<file path="config.mk">
export PLATFORM = sky130hd
export DESIGN_NAME = sram_loader_flat
export DESIGN_NICKNAME = d
export VERILOG_FILES = /design/src/rtl/sram_loader_pkg.sv /design/src/rtl/sram_loader_if.sv /design/src/rtl/sram_loader_byte_packer.sv /design/src/rtl/sram_loader.sv /design/src/flat_wrapper.sv
export SDC_FILE = /design/constraint.sdc
export NUM_CORES = 1
export LEC_CHECK = 0
export ABC_CLOCK_PERIOD_IN_PS = 3600
export CAP_MARGIN = 20
export CORE_MARGIN = 5
export CORE_UTILIZATION = 41
export CTS_CLUSTER_SIZE = 14
export DETAILED_ROUTE_END_ITERATION = 7
export MAX_ROUTING_LAYER = met4
export PLACE_DENSITY = 0.67
export SYNTH_ARGS = -nofsm -noshare
export SYNTH_HDL_FRONTEND = slang
export SYNTH_SLANG_ARGS = --single-unit
</file>
<file path="constraint.sdc">
create_clock -name clk -period 3.6 [get_ports clk]
set_clock_uncertainty 0.05 [all_clocks]
set_input_delay 0.54 -clock clk [delete_from_list [all_inputs] [get_ports clk]]
set_output_delay 0.54 -clock clk [all_outputs]
set_load 0.005 [all_outputs]
</file>
<file path="src/rtl/sram_loader_pkg.sv">
// Shared sizing constants and FSM state encoding for the SRAM weight loader.
// Latency: n/a (declarations only).
// Backpressure: n/a.
package sram_loader_pkg;

    localparam int DATA_W     = 8;
    localparam int WORD_BYTES = 9;
    localparam int ADDR_W     = 10;
    localparam int DEPTH      = 576;

    typedef enum logic [1:0] {
        ST_IDLE  = 2'd0,
        ST_FILL  = 2'd1,
        ST_WRITE = 2'd2,
        ST_FIN   = 2'd3
    } state_t;

endpackage

</file>
<file path="src/rtl/sram_loader_if.sv">
// Control, byte-stream and SRAM-write bundle between a byte source and the loader.
// Latency: n/a (wires only).
// Backpressure: byte_ready from the loader throttles byte_valid/byte_data.
interface sram_loader_if #(
    parameter int DATA_W     = sram_loader_pkg::DATA_W,
    parameter int WORD_BYTES = sram_loader_pkg::WORD_BYTES,
    parameter int ADDR_W     = sram_loader_pkg::ADDR_W
);
    logic                         start;
    logic [ADDR_W-1:0]            base_addr;
    logic [ADDR_W-1:0]            word_num;
    logic                         byte_valid;
    logic [DATA_W-1:0]            byte_data;
    logic                         byte_ready;
    logic                         write_en;
    logic [ADDR_W-1:0]            addr_w;
    logic [DATA_W*WORD_BYTES-1:0] data_w;
    logic                         busy;
    logic                         done;
    logic                         err;

    // Byte source / load controller side.
    modport master (
        output start, base_addr, word_num, byte_valid, byte_data,
        input  byte_ready, write_en, addr_w, data_w, busy, done, err
    );

    // Loader side.
    modport slave (
        input  start, base_addr, word_num, byte_valid, byte_data,
        output byte_ready, write_en, addr_w, data_w, busy, done, err
    );
endinterface

</file>
<file path="src/rtl/sram_loader_byte_packer.sv">
// Packs WORD_BYTES accepted bytes into one word, first byte in the MSB position.
// Latency: combinational word/full view of the byte accepted this cycle.
// Backpressure: none; only advances on accept, caller owns the handshake.
module sram_loader_byte_packer #(
    parameter int DATA_W     = sram_loader_pkg::DATA_W,
    parameter int WORD_BYTES = sram_loader_pkg::WORD_BYTES
) (
    input  logic                         clk,
    input  logic                         rst_n,
    input  logic                         clr,
    input  logic                         accept,
    input  logic [DATA_W-1:0]            byte_data,
    output logic                         word_full,
    output logic [DATA_W*WORD_BYTES-1:0] pack_word
);
    localparam int WORD_W = DATA_W * WORD_BYTES;
    localparam int CNT_W  = $clog2(WORD_BYTES);

    // Only the first WORD_BYTES-1 bytes need storage; the last byte is taken
    // straight from the input in the cycle it is accepted.
    logic [WORD_W-DATA_W-1:0] shreg;
    logic [CNT_W-1:0]         cnt;

    assign pack_word = {shreg, byte_data};
    assign word_full = accept && (cnt == CNT_W'(WORD_BYTES - 1));

    // Shift accepted bytes toward the MSB end and count them per word.
    always_ff @(posedge clk or negedge rst_n) begin
        if (!rst_n) begin
            shreg <= '0;
            cnt   <= '0;
        end else if (clr) begin
            cnt <= '0;
        end else if (accept) begin
            shreg <= {shreg[WORD_W-2*DATA_W-1:0], byte_data};
            cnt   <= word_full ? '0 : cnt + 1'b1;
        end
    end
endmodule

</file>
<file path="src/rtl/sram_loader.sv">
// Loads word_num packed words from a byte stream into SRAM starting at base_addr.
// Latency: write_en one cycle after the last byte of a word; done one cycle after the last write.
// Backpressure: byte_ready only in FILL; bytes offered in any other state are ignored.
module sram_loader #(
    parameter int DATA_W     = sram_loader_pkg::DATA_W,
    parameter int WORD_BYTES = sram_loader_pkg::WORD_BYTES,
    parameter int ADDR_W     = sram_loader_pkg::ADDR_W,
    parameter int DEPTH      = sram_loader_pkg::DEPTH
) (
    input  logic           clk,
    input  logic           rst_n,
    sram_loader_if.slave   bus
);
    import sram_loader_pkg::*;

    localparam int              WORD_W  = DATA_W * WORD_BYTES;
    localparam logic [ADDR_W:0] DEPTH_L = (ADDR_W + 1)'(DEPTH);

    state_t              state;
    logic [ADDR_W-1:0]   base_q;
    logic [ADDR_W-1:0]   num_q;
    logic [ADDR_W-1:0]   word_idx;
    logic                ready_q;
    logic                write_en_q;
    logic [ADDR_W-1:0]   addr_q;
    logic [WORD_W-1:0]   data_q;
    logic                busy_q;
    logic                done_q;
    logic                err_q;

    logic                accept;
    logic                start_ok;
    logic                word_full;
    logic [WORD_W-1:0]   pack_word;
    logic [ADDR_W:0]     end_addr;
    logic [ADDR_W-1:0]   word_nxt;

    assign accept   = bus.byte_valid && ready_q;
    assign start_ok = (state == ST_IDLE) && bus.start;
    // One bit wider than the address so a load ending past the top cannot wrap.
    assign end_addr = {1'b0, bus.base_addr} + {1'b0, bus.word_num};
    assign word_nxt = word_idx + 1'b1;

    sram_loader_byte_packer #(
        .DATA_W     (DATA_W),
        .WORD_BYTES (WORD_BYTES)
    ) u_packer (
        .clk        (clk),
        .rst_n      (rst_n),
        .clr        (start_ok),
        .accept     (accept),
        .byte_data  (bus.byte_data),
        .word_full  (word_full),
        .pack_word  (pack_word)
    );

    // Load sequencer; every output is registered and set on the transition into its state.
    always_ff @(posedge clk or negedge rst_n) begin
        if (!rst_n) begin
            state      <= ST_IDLE;
            base_q     <= '0;
            num_q      <= '0;
            word_idx   <= '0;
            ready_q    <= 1'b0;
            write_en_q <= 1'b0;
            addr_q     <= '0;
            data_q     <= '0;
            busy_q     <= 1'b0;
            done_q     <= 1'b0;
            err_q      <= 1'b0;
        end else begin
            write_en_q <= 1'b0;
            done_q     <= 1'b0;
            case (state)
                ST_IDLE: begin
                    if (bus.start) begin
                        base_q   <= bus.base_addr;
                        num_q    <= bus.word_num;
                        word_idx <= '0;
                        err_q    <= 1'b0;
                        busy_q   <= 1'b1;
                        if (bus.word_num == '0) begin
                            state  <= ST_FIN;
                            done_q <= 1'b1;
                        end else if (end_addr > DEPTH_L) begin
                            err_q  <= 1'b1;
                            state  <= ST_FIN;
                            done_q <= 1'b1;
                        end else begin
                            state   <= ST_FILL;
                            ready_q <= 1'b1;
                        end
                    end
                end
                ST_FILL: begin
                    if (word_full) begin
                        state      <= ST_WRITE;
                        ready_q    <= 1'b0;
                        write_en_q <= 1'b1;
                        addr_q     <= base_q + word_idx;
                        data_q     <= pack_word;
                    end
                end
                ST_WRITE: begin
                    word_idx <= word_nxt;
                    if (word_nxt == num_q) begin
                        state  <= ST_FIN;
                        done_q <= 1'b1;
                    end else begin
                        state   <= ST_FILL;
                        ready_q <= 1'b1;
                    end
                end
                ST_FIN: begin
                    state  <= ST_IDLE;
                    busy_q <= 1'b0;
                end
                default: state <= ST_IDLE;
            endcase
        end
    end

    assign bus.byte_ready = ready_q;
    assign bus.write_en   = write_en_q;
    assign bus.addr_w     = addr_q;
    assign bus.data_w     = data_q;
    assign bus.busy       = busy_q;
    assign bus.done       = done_q;
    assign bus.err        = err_q;
endmodule

</file>
<file path="src/flat_wrapper.sv">
// flat-port wrapper written by rule: the top's interface ports become plain ports
module sram_loader_flat import sram_loader_pkg::*;
#(
    parameter int DATA_W     = sram_loader_pkg::DATA_W,
    parameter int WORD_BYTES = sram_loader_pkg::WORD_BYTES,
    parameter int ADDR_W     = sram_loader_pkg::ADDR_W,
    parameter int DEPTH      = sram_loader_pkg::DEPTH
)
  (clk, rst_n, bus_start, bus_base_addr, bus_word_num, bus_byte_valid, bus_byte_data, bus_byte_ready, bus_write_en, bus_addr_w, bus_data_w, bus_busy, bus_done, bus_err);
  sram_loader_if #(.DATA_W(DATA_W), .WORD_BYTES(WORD_BYTES), .ADDR_W(ADDR_W)) bus_i ();
  input  logic clk;
  input  logic rst_n;
  input wire logic [$bits(bus_i.start)-1:0] bus_start;
  input wire logic [$bits(bus_i.base_addr)-1:0] bus_base_addr;
  input wire logic [$bits(bus_i.word_num)-1:0] bus_word_num;
  input wire logic [$bits(bus_i.byte_valid)-1:0] bus_byte_valid;
  input wire logic [$bits(bus_i.byte_data)-1:0] bus_byte_data;
  output wire logic [$bits(bus_i.byte_ready)-1:0] bus_byte_ready;
  output wire logic [$bits(bus_i.write_en)-1:0] bus_write_en;
  output wire logic [$bits(bus_i.addr_w)-1:0] bus_addr_w;
  output wire logic [$bits(bus_i.data_w)-1:0] bus_data_w;
  output wire logic [$bits(bus_i.busy)-1:0] bus_busy;
  output wire logic [$bits(bus_i.done)-1:0] bus_done;
  output wire logic [$bits(bus_i.err)-1:0] bus_err;
  assign bus_i.start = bus_start;
  assign bus_i.base_addr = bus_base_addr;
  assign bus_i.word_num = bus_word_num;
  assign bus_i.byte_valid = bus_byte_valid;
  assign bus_i.byte_data = bus_byte_data;
  assign bus_byte_ready = bus_i.byte_ready;
  assign bus_write_en = bus_i.write_en;
  assign bus_addr_w = bus_i.addr_w;
  assign bus_data_w = bus_i.data_w;
  assign bus_busy = bus_i.busy;
  assign bus_done = bus_i.done;
  assign bus_err = bus_i.err;
  sram_loader #(.DATA_W(DATA_W), .WORD_BYTES(WORD_BYTES), .ADDR_W(ADDR_W), .DEPTH(DEPTH)) u_core (.clk(clk), .rst_n(rst_n), .bus(bus_i));
endmodule
</file>
==> results.md, run 1 <==
Status:
- The flow ran to the end, and the final reports show no timing, DRC or antenna violations.

Synthesis:
- The fraction of the mapped netlist area in adder cells is 3.81%.
- The number of instances in the synthesized netlist is 821.
- The fraction of synthesis flops using an asynchronous set or reset pin is 100%.
- For this run, the number of Yosys warnings is 0.
- The distinct cell type count after synthesis is 54.
- The synthesized netlist devotes 6.82% of its cell area to compound gates.
- By area, the combinational part of the netlist is dominated by simple AND/OR/NAND/NOR gates.
- The total nets after synthesis is 877.
- The area share of xor/xnor cells in the synthesized design is 2.43%.
- The dominant register cell in the synthesized netlist is dfrtp_1.
- The simple-gate area share of the yosys netlist is a little under a fifth.
- After synthesis the netlist holds a flip-flop and latch count of 187.
- Summing every instance area after synthesis gives 8270 um^2.
- The share of the yosys chip area belonging to registers is 56.6%.
- The post-synthesis mux area share is 9.07%.
- After synthesis, the mean cell area works out to 10.1 um^2.
- The number of flops mapped to enable cells by yosys is 0.

Place:
- Routability-driven placement finished with a final weighted congestion of 0.790.
- The count of buffers inserted at the top-level ports is 118.
- Summed over all nets, the half-perimeter wirelength after detailed placement is roughly 13000 um.
- The worst slack at placement is 0.192 ns.

Die:
- The placement row count is 52.
- The initial core utilization is 41.3%.
- The die area is 23100 um^2.
- In this run the count of I/O pins placed on the die edge is between 100 and 150.
- The vertical die dimension is 152 um.
- The overall die width is 152 um.
- The region available for standard cell placement spans 20000 um^2.

Timing:
- The final count of pins violating max slew is 0.
- The total negative setup slack is 0 ns.
- The upper clock frequency limit is 0.337 GHz.
- Setup repair after global routing left no endpoint under its margin.
- The post-layout minimum cycle time is 2.96 ns.
- The final setup slack of the worst path is around 0.64 ns.
- The part of the cycle the worst path needs is between 80% and 90%.
- The setup-violating endpoint count in the final report is 0.
- The relative slew slack is a little over a third.
- The number of hold-slack violations in the final timing report came to 0.
- At the pin with the least slew margin, the transition time is 0.973 ns.

Power:
- Summed over all cells, the static leakage comes to 5.14 nW.
- In this run the power density over the cells is 400 nW/um^2.
- The worst-case IR drop observed on VDD is 0.310 mV.

CTS:
- The later pin in the worst-skew pair is clocked with a latency of 0.43 ns.
- In this run, CTS created clock tree buffers numbering 17.
- The root buffer selected by CTS is clkbuf_16.
- CTS built an H-tree with a depth of 4.
- Buffers added to address setup during post-CTS repair amount to 0.
- The clock passes through at most 2 buffers.
- Clock-pin slew was measured on the worst setup and hold paths at 0.07 ns.
- The count of instances resized after the clock tree is built is 0.
- The number of hold buffers added after CTS was 0.
- The number of sinks on the clock net is 187.
- The CTS tree is built.

Detailed routing:
- Dividing the detail-routed via count by the number of cells gives 4.94.
- The aggregate routed wire length is 18500 um.
- The average routed wire per standard cell is 15.2 um.
- In the routed design, unresolved DRC markers number 0.
- The detailed-route via count is 6007.
- The pre-antenna-repair detailed-routing pass consisted of 5 iterations.
- The number of design-rule violations left by the first detailed-router iteration is 405.
- The remaining antenna violation count is 0.

Min path:
- The path category of the worst min-delay check is primary input to async pin.

Final layout:
- The count of nets after finishing is slightly below 1000.
- Fill cells in the final layout number 1864.
- The post-route netlist has approximately an eighth of its cells at a drive strength greater than 1.
- The library cells used most frequently in the layout, excluding fill and tap cells, are 303 x nand2_1, 187 x dfrtp_1, 117 x clkdlybuf4s50_1, 64 x mux2_2, 35 x o21ai_0.
- Leaving out fill and tap cells, the most frequent cell in the layout is nand2_1.
- Compared with the post-synthesis result, the final layout area differs by 25.0%.
- The total inserted antenna cells is 0.

Worst setup path:
- The highest net fanout along the worst path is 3.
- STA classifies the critical path startpoint as a primary input.
- The worst setup path is captured at a flip-flop.
- The worst-case reg-to-reg path depth is 8.
- By startpoint and endpoint, the worst setup path is classified as primary input to flip-flop.
- At the worst endpoint, the arrival time is 3.19 ns.
- The worst path required time is between 3 and 4 ns.

Global routing:
- The overall routing resource usage is 16.7%.
- The final global-route overflow total is 0.
- The global-route wire length before repair is 30800 um.
- The largest net degree at the start of global routing is 93.
- The number of antenna violations at the first check in global routing is 0.
- The number of global-route vias before repair is 5839.

Flow run:
- The count of maximum capacitance violations is 0.
## power breakdown
group / internal (mW) / total (mW) / leakage [nW] / switching [mW]
clock: 1.01 / 1.85 / 0.287 / 0.839
combinational: 0.0755 / 0.175 / 2.31 / 0.0995
sequential: 2.11 / 2.11 / 2.54 / 0.00566
total: 3.19 / 4.14 / 5.14 / 0.944
## cell usage after synthesis (12+ instances only)
cell	instances	area (um^2)
a21oi_1	20	100
inv_1	22	82.6
xnor2_1	14	123
nor2_1	22	82.6
clkbuf_1	14	52.6
nand3_1	12	60.1
buf_2	16	80.1
dfrtp_1	187	4680
mux2_2	64	721
o21ai_0	35	175
ha_1	22	275
nand2_1	303	1140
## worst max-delay path: stages
cell and delay [ns]:
clkdlybuf4s50_1 0.51, ha_1 0.20, inv_1 0.06, fa_1 0.44, xnor2_1 0.17, a2111oi_2 0.33
o21ai_0 0.15, a221o_1 0.31, a211oi_2 0.25, or3_1 0.17, nand3_1 0.07
## path summary, 6_finish.rpt
check	slack [ns]	end	from
worst min register to register	0.41	u_core.bus.data_w[67]	u_core.u_packer.shreg[59]
worst max-delay path	0.64	u_core.state[1]	bus_word_num[0]
min in group clk	0.41	u_core.bus.data_w[67]	u_core.u_packer.shreg[59]
worst max register to register	1.09	u_core.bus.addr_w[9]	u_core.word_idx[2]
max in group asynchronous	2.55	u_core.bus.data_w[34]	rst_n
worst min-delay path	0.11	u_core.u_packer.shreg[22]	rst_n
## cell families after synthesis
logic type | Yosys count
adder cells (fa/ha/maj) | 24
buffers and inverters | 56
AO/OA/AOI/OAI | 90
multiplexers | 67
flip-flops | 187
AND/OR/NAND/NOR | 374
XOR/XNOR | 23
## layout make-up
cell class	count	area, um^2	share of cell area [%]
Clock buffer	19	453	4.38
Tap cell	270	338	3.27
Inverter	22	82.6	0.799
Clock inverter	13	135	1.31
Sequential cell	187	4680	45.3
Timing Repair Buffer	126	1280	12.4
Multi-Input combinational cell	578	3370	32.6
## registers in the layout, summed over array words and instances (netlist names)
name                   flops
u_core.bus.addr_w         10
u_core.u_packer.shreg     64
u_core.state               2
u_core.bus.err             1
u_core.bus.done            1
u_core.word_idx           10
u_core.num_q              10
u_core.base_q             10
u_core.bus.byte_ready      1
u_core.u_packer.cnt        4
u_core.bus.write_en        1
u_core.bus.data_w         72
u_core.bus.busy            1
## layer usage
layer | vias to the layer above | GRT usage, % | part of all wire, %
met1 | 2882 | 22.4 | 47
met5 | - | - | 0
li1 | 2959 | - | -
met2 | 142 | 25.3 | 47
met4 | 0 | 5.27 | 1.9
met3 | 24 | 3.78 | 4.3
## through the flow
step	hold WS (ns)	instances	instance area, um^2	power, mW	util [%]
6_report	0.105	1215	10300	4.14	51.6
5_1_grt	0.157	1215	10300	4.30	51.6
4_1_cts	0.122	1215	10300	4.19	51.6
3_5_place_dp	0.405	1183	9750	2.33	48.7
3_3_place_gp	0.398	1183	9750	2.33	48.7
2_1_floorplan	0.194	821	8270	2.23	-
Power figures use the tool's default switching activity.
==> run 2, diff against run 1 <==
ABC_CLOCK_PERIOD_IN_PS = 3000   (was 3600)
clock period = 3 ns   (was 3.6 ns; I/O delays follow)
==> run 2 against run 1 <==
Against the previous run:
- the run now ends with negative hold slack left
- core utilization rose by 0.73 points
- first-iteration DRC count fell by 4.4%
- via count rose by 1.2%
- setup slack got worse by 0.35 ns
- worst hold slack got worse by 0.12 ns
- power rose by 24%
- sequential cell count did not move
- critical path type unchanged
- critical endpoint is now u_core.bus.err
- largest power group unchanged
==> results.md, run 2 (synthesized netlist as in run 1, its figures left out) <==
Status:
- The run finished, with violations left.
- The checks that failed: negative hold slack.

Timing:
- The part of the cycle the worst path needs is between 90% and 100%.
- The relative slew slack is 52.8%.
- The setup-violating endpoint count in the final report is 0.
- The slew at the pin closest to its max-slew limit is 0.705 ns.
- The number of hold-slack violations in the final timing report is 5.
- Setup repair after global routing left no endpoint under its margin.
- After layout, the worst setup slack is about 0.28 ns.
- The final count of pins violating max slew is 0.
- The worst path needs 2.72 ns of the cycle, external delays included.
- The total negative setup slack is 0 ns.
- The upper clock frequency limit is 0.368 GHz.
- The tightest hold margin is -0.0118 ns.

Worst setup path:
- The gate family responsible for the most delay along the worst path is compound AO/OA/AOI/OAI gates.
- The worst endpoint data arrival time is 2.99 ns.
- The critical path starts at bus_word_num[0].
- The worst path required time is approximately 3.3 ns.
- For this run, the slowest stage of the critical path takes between 0.4 and 0.5 ns.
- The endpoint class of the critical path is a flip-flop.
- The critical path is of the primary input to flip-flop type.
- The slowest stage cell on the critical path is clkdlybuf4s50_1.
- The endpoint of the worst register-to-register path is u_core.bus.addr_w[8].
- Together, buffers and inverters on the worst path number 2.
- The reg2reg setup slack is around 0.44 ns.
- The startpoint identified for the worst register-to-register timing path is u_core.word_idx[0].
- The most critical setup path has its endpoint at u_core.bus.err.
- The critical path runs through a total of 11 cells.
- Walking the worst path, the cells encountered are clkdlybuf4s50_1, ha_1, inv_1, fa_1, xnor2_1, a2111oi_2, o21ai_0, a221o_1, a211oi_2, or3_1, o21ai_1.
- For the worst flop-to-flop path, the logic depth is 10.
- Of all nets on the critical path, the largest fanout is 3.
- The sort of element at the start of the critical path is a primary input.

Final layout:
- The share of final-layout standard cells stronger than drive strength 1 is 13.2%.
- The utilization of the core after routing is approximately 52%.
- The number of flip-flops in the largest register is 72.
- The number of antenna diodes in the final layout is 0.
- The most common library cell in the layout ignoring fill and taps is nand2_1.
- The area overhead of the layout relative to synthesis is 26.8%.
- The layout has 1869 filler cells.
- In the layout the commonest cells are 303 x nand2_1, 187 x dfrtp_1, 117 x clkdlybuf4s50_1, 64 x mux2_2, 35 x o21ai_0.
- In the final design database the tool counted 1000 nets.

Place:
- The sum of net half-perimeters after detailed placement is around 13000 um.
- Before CTS, the worst setup slack after placement is -0.194 ns.
- The placer's final routability congestion estimate is 0.886.
- Input and output buffers added on the ports amount to 118.

Global routing:
- Global routing finished with a remaining overflow of 0.
- The number of antenna violations at the first check in global routing is 0.
- The first global-routing pass estimated 31500 um of wire.
- The number of global-route vias before repair is 6141.
- The largest net degree at the start of global routing is 85.
- In the global route stage, overall resource usage came out at 16.9%.

CTS:
- The CTS H-tree depth is 4.
- Buffers inserted to repair hold after CTS numbered 0.
- The clock latency on the worst-skew pair is around 0.43 ns.
- In this run, CTS created clock tree buffers numbering 17.
- The CTS tree is built.
- The root buffer selected by CTS is clkbuf_16.
- Clock-pin slew was measured on the worst setup and hold paths at 0.07 ns.
- The number of sinks on the clock net is ~190.
- The number of setup buffers added after CTS is 0.
- After clock tree synthesis, the repair step resized 0 gates.
- The clock passes through at most 2 buffers.

Power:
- The cell leakage power is between 5 and 6 nW.
- The worst IR drop on VDD is 0.364 mV.
- Power spread over the standard cell area amounts to 488 nW/um^2.

Die:
- The floorplan has between 50 and 60 rows.
- The die area is 23100 um^2.
- From bottom edge to top edge, the die measures between 150 and 200 um.
- The initial utilization of the core area, before any placement, comes to 41.3%.
- The area of the placeable core is 20000 um^2.
- Pin placement for this block handled 119 I/O pins.
- The die is 152 um wide.

Flow run:
- The count of maximum capacitance violations is 0.

Detailed routing:
- Detailed routing inserted a total of 6078 vias.
- The remaining antenna violation count is 0.
- The detailed-route vias per instance is around 5.
- The final layout contains routed wiring with a total length of 18600 um.
- The first routing iteration left 387 violations.
- The first detailed-routing pass took 4 iterations.
- The average routed wire per standard cell is 15.1 um.
- The residual DRC count is 0.

Min path:
- In this run the worst hold path is classified as primary input to async pin.
[run 2: worst min path at each step]
stage | cells after the start | from | endpoint | slack, ns
2_1_floorplan | 0 | rst_n | u_core.base_q[0] | 0.10
3_3_place_gp | 2 | u_core.u_packer.shreg[58] | u_core.bus.data_w[66] | 0.40
3_5_place_dp | 2 | u_core.u_packer.shreg[62] | u_core.bus.data_w[70] | 0.40
4_1_cts | 1 | rst_n | u_core.bus.data_w[21] | 0.02
5_1_grt | 1 | rst_n | u_core.u_packer.shreg[23] | 0.05
6_report | 1 | rst_n | u_core.u_packer.shreg[23] | -0.01
[run 2: per-layer routing]
| layer | part of all wire, % | wire [um] | up-vias | global-route usage [%] |
|---|---|---|---|---|
| li1 | - | - | 2977 | - |
| met1 | 47 | 8680 | 2933 | 22.5 |
| met2 | 48 | 8880 | 154 | 26.7 |
| met3 | 4.3 | 800 | 14 | 3.44 |
| met4 | 1.1 | 195 | 0 | 4.71 |
| met5 | 0 | 0 | - | - |
[run 2: layout make-up]
cell class | instances | area (um^2) | share of cell area, %
Sequential cell | 187 | 4680 | 44.6
Multi-Input combinational cell | 578 | 3370 | 32.1
Timing Repair Buffer | 138 | 1390 | 13.2
Clock buffer | 17 | 425 | 4.06
Tap cell | 270 | 338 | 3.22
Clock inverter | 15 | 206 | 1.97
Inverter | 22 | 82.6 | 0.787
[run 2: through the flow]
stage | cells | power (mW) | area, um^2
after floorplan | 821 | 2.67 | 8270
after global placement | 1195 | 2.80 | 9850
after detailed placement | 1195 | 2.80 | 9850
after CTS | 1227 | 5.18 | 10500
after global routing | 1227 | 5.33 | 10500
final | 1227 | 5.12 | 10500
[run 2: power by group]
group	total [mW]	internal (mW)	leakage (nW)	switching (mW)
Sequential	2.53	2.53	2.54	0.00693
Clock	2.37	1.35	0.299	1.02
Combinational	0.217	0.0966	2.37	0.121
Total	5.12	3.97	5.21	1.15
[run 2: worst register-to-register path, cell delays in order, from the launching register on]
cell,delay [ns]
dfrtp_1,0.48
ha_1,0.22
inv_1,0.05
fa_1,0.39
nor2b_1,0.11
o21ai_0,0.10
a21oi_1,0.21
o21ai_0,0.15
a211oi_1,0.41
nor3_1,0.09
o31ai_1,0.20
==> run 3, diff against run 2 <==
TNS_END_PERCENT = 20   (was not set)
==> results of run 3 <==
Final layout, timing and power as in run 2 (identical DEF).
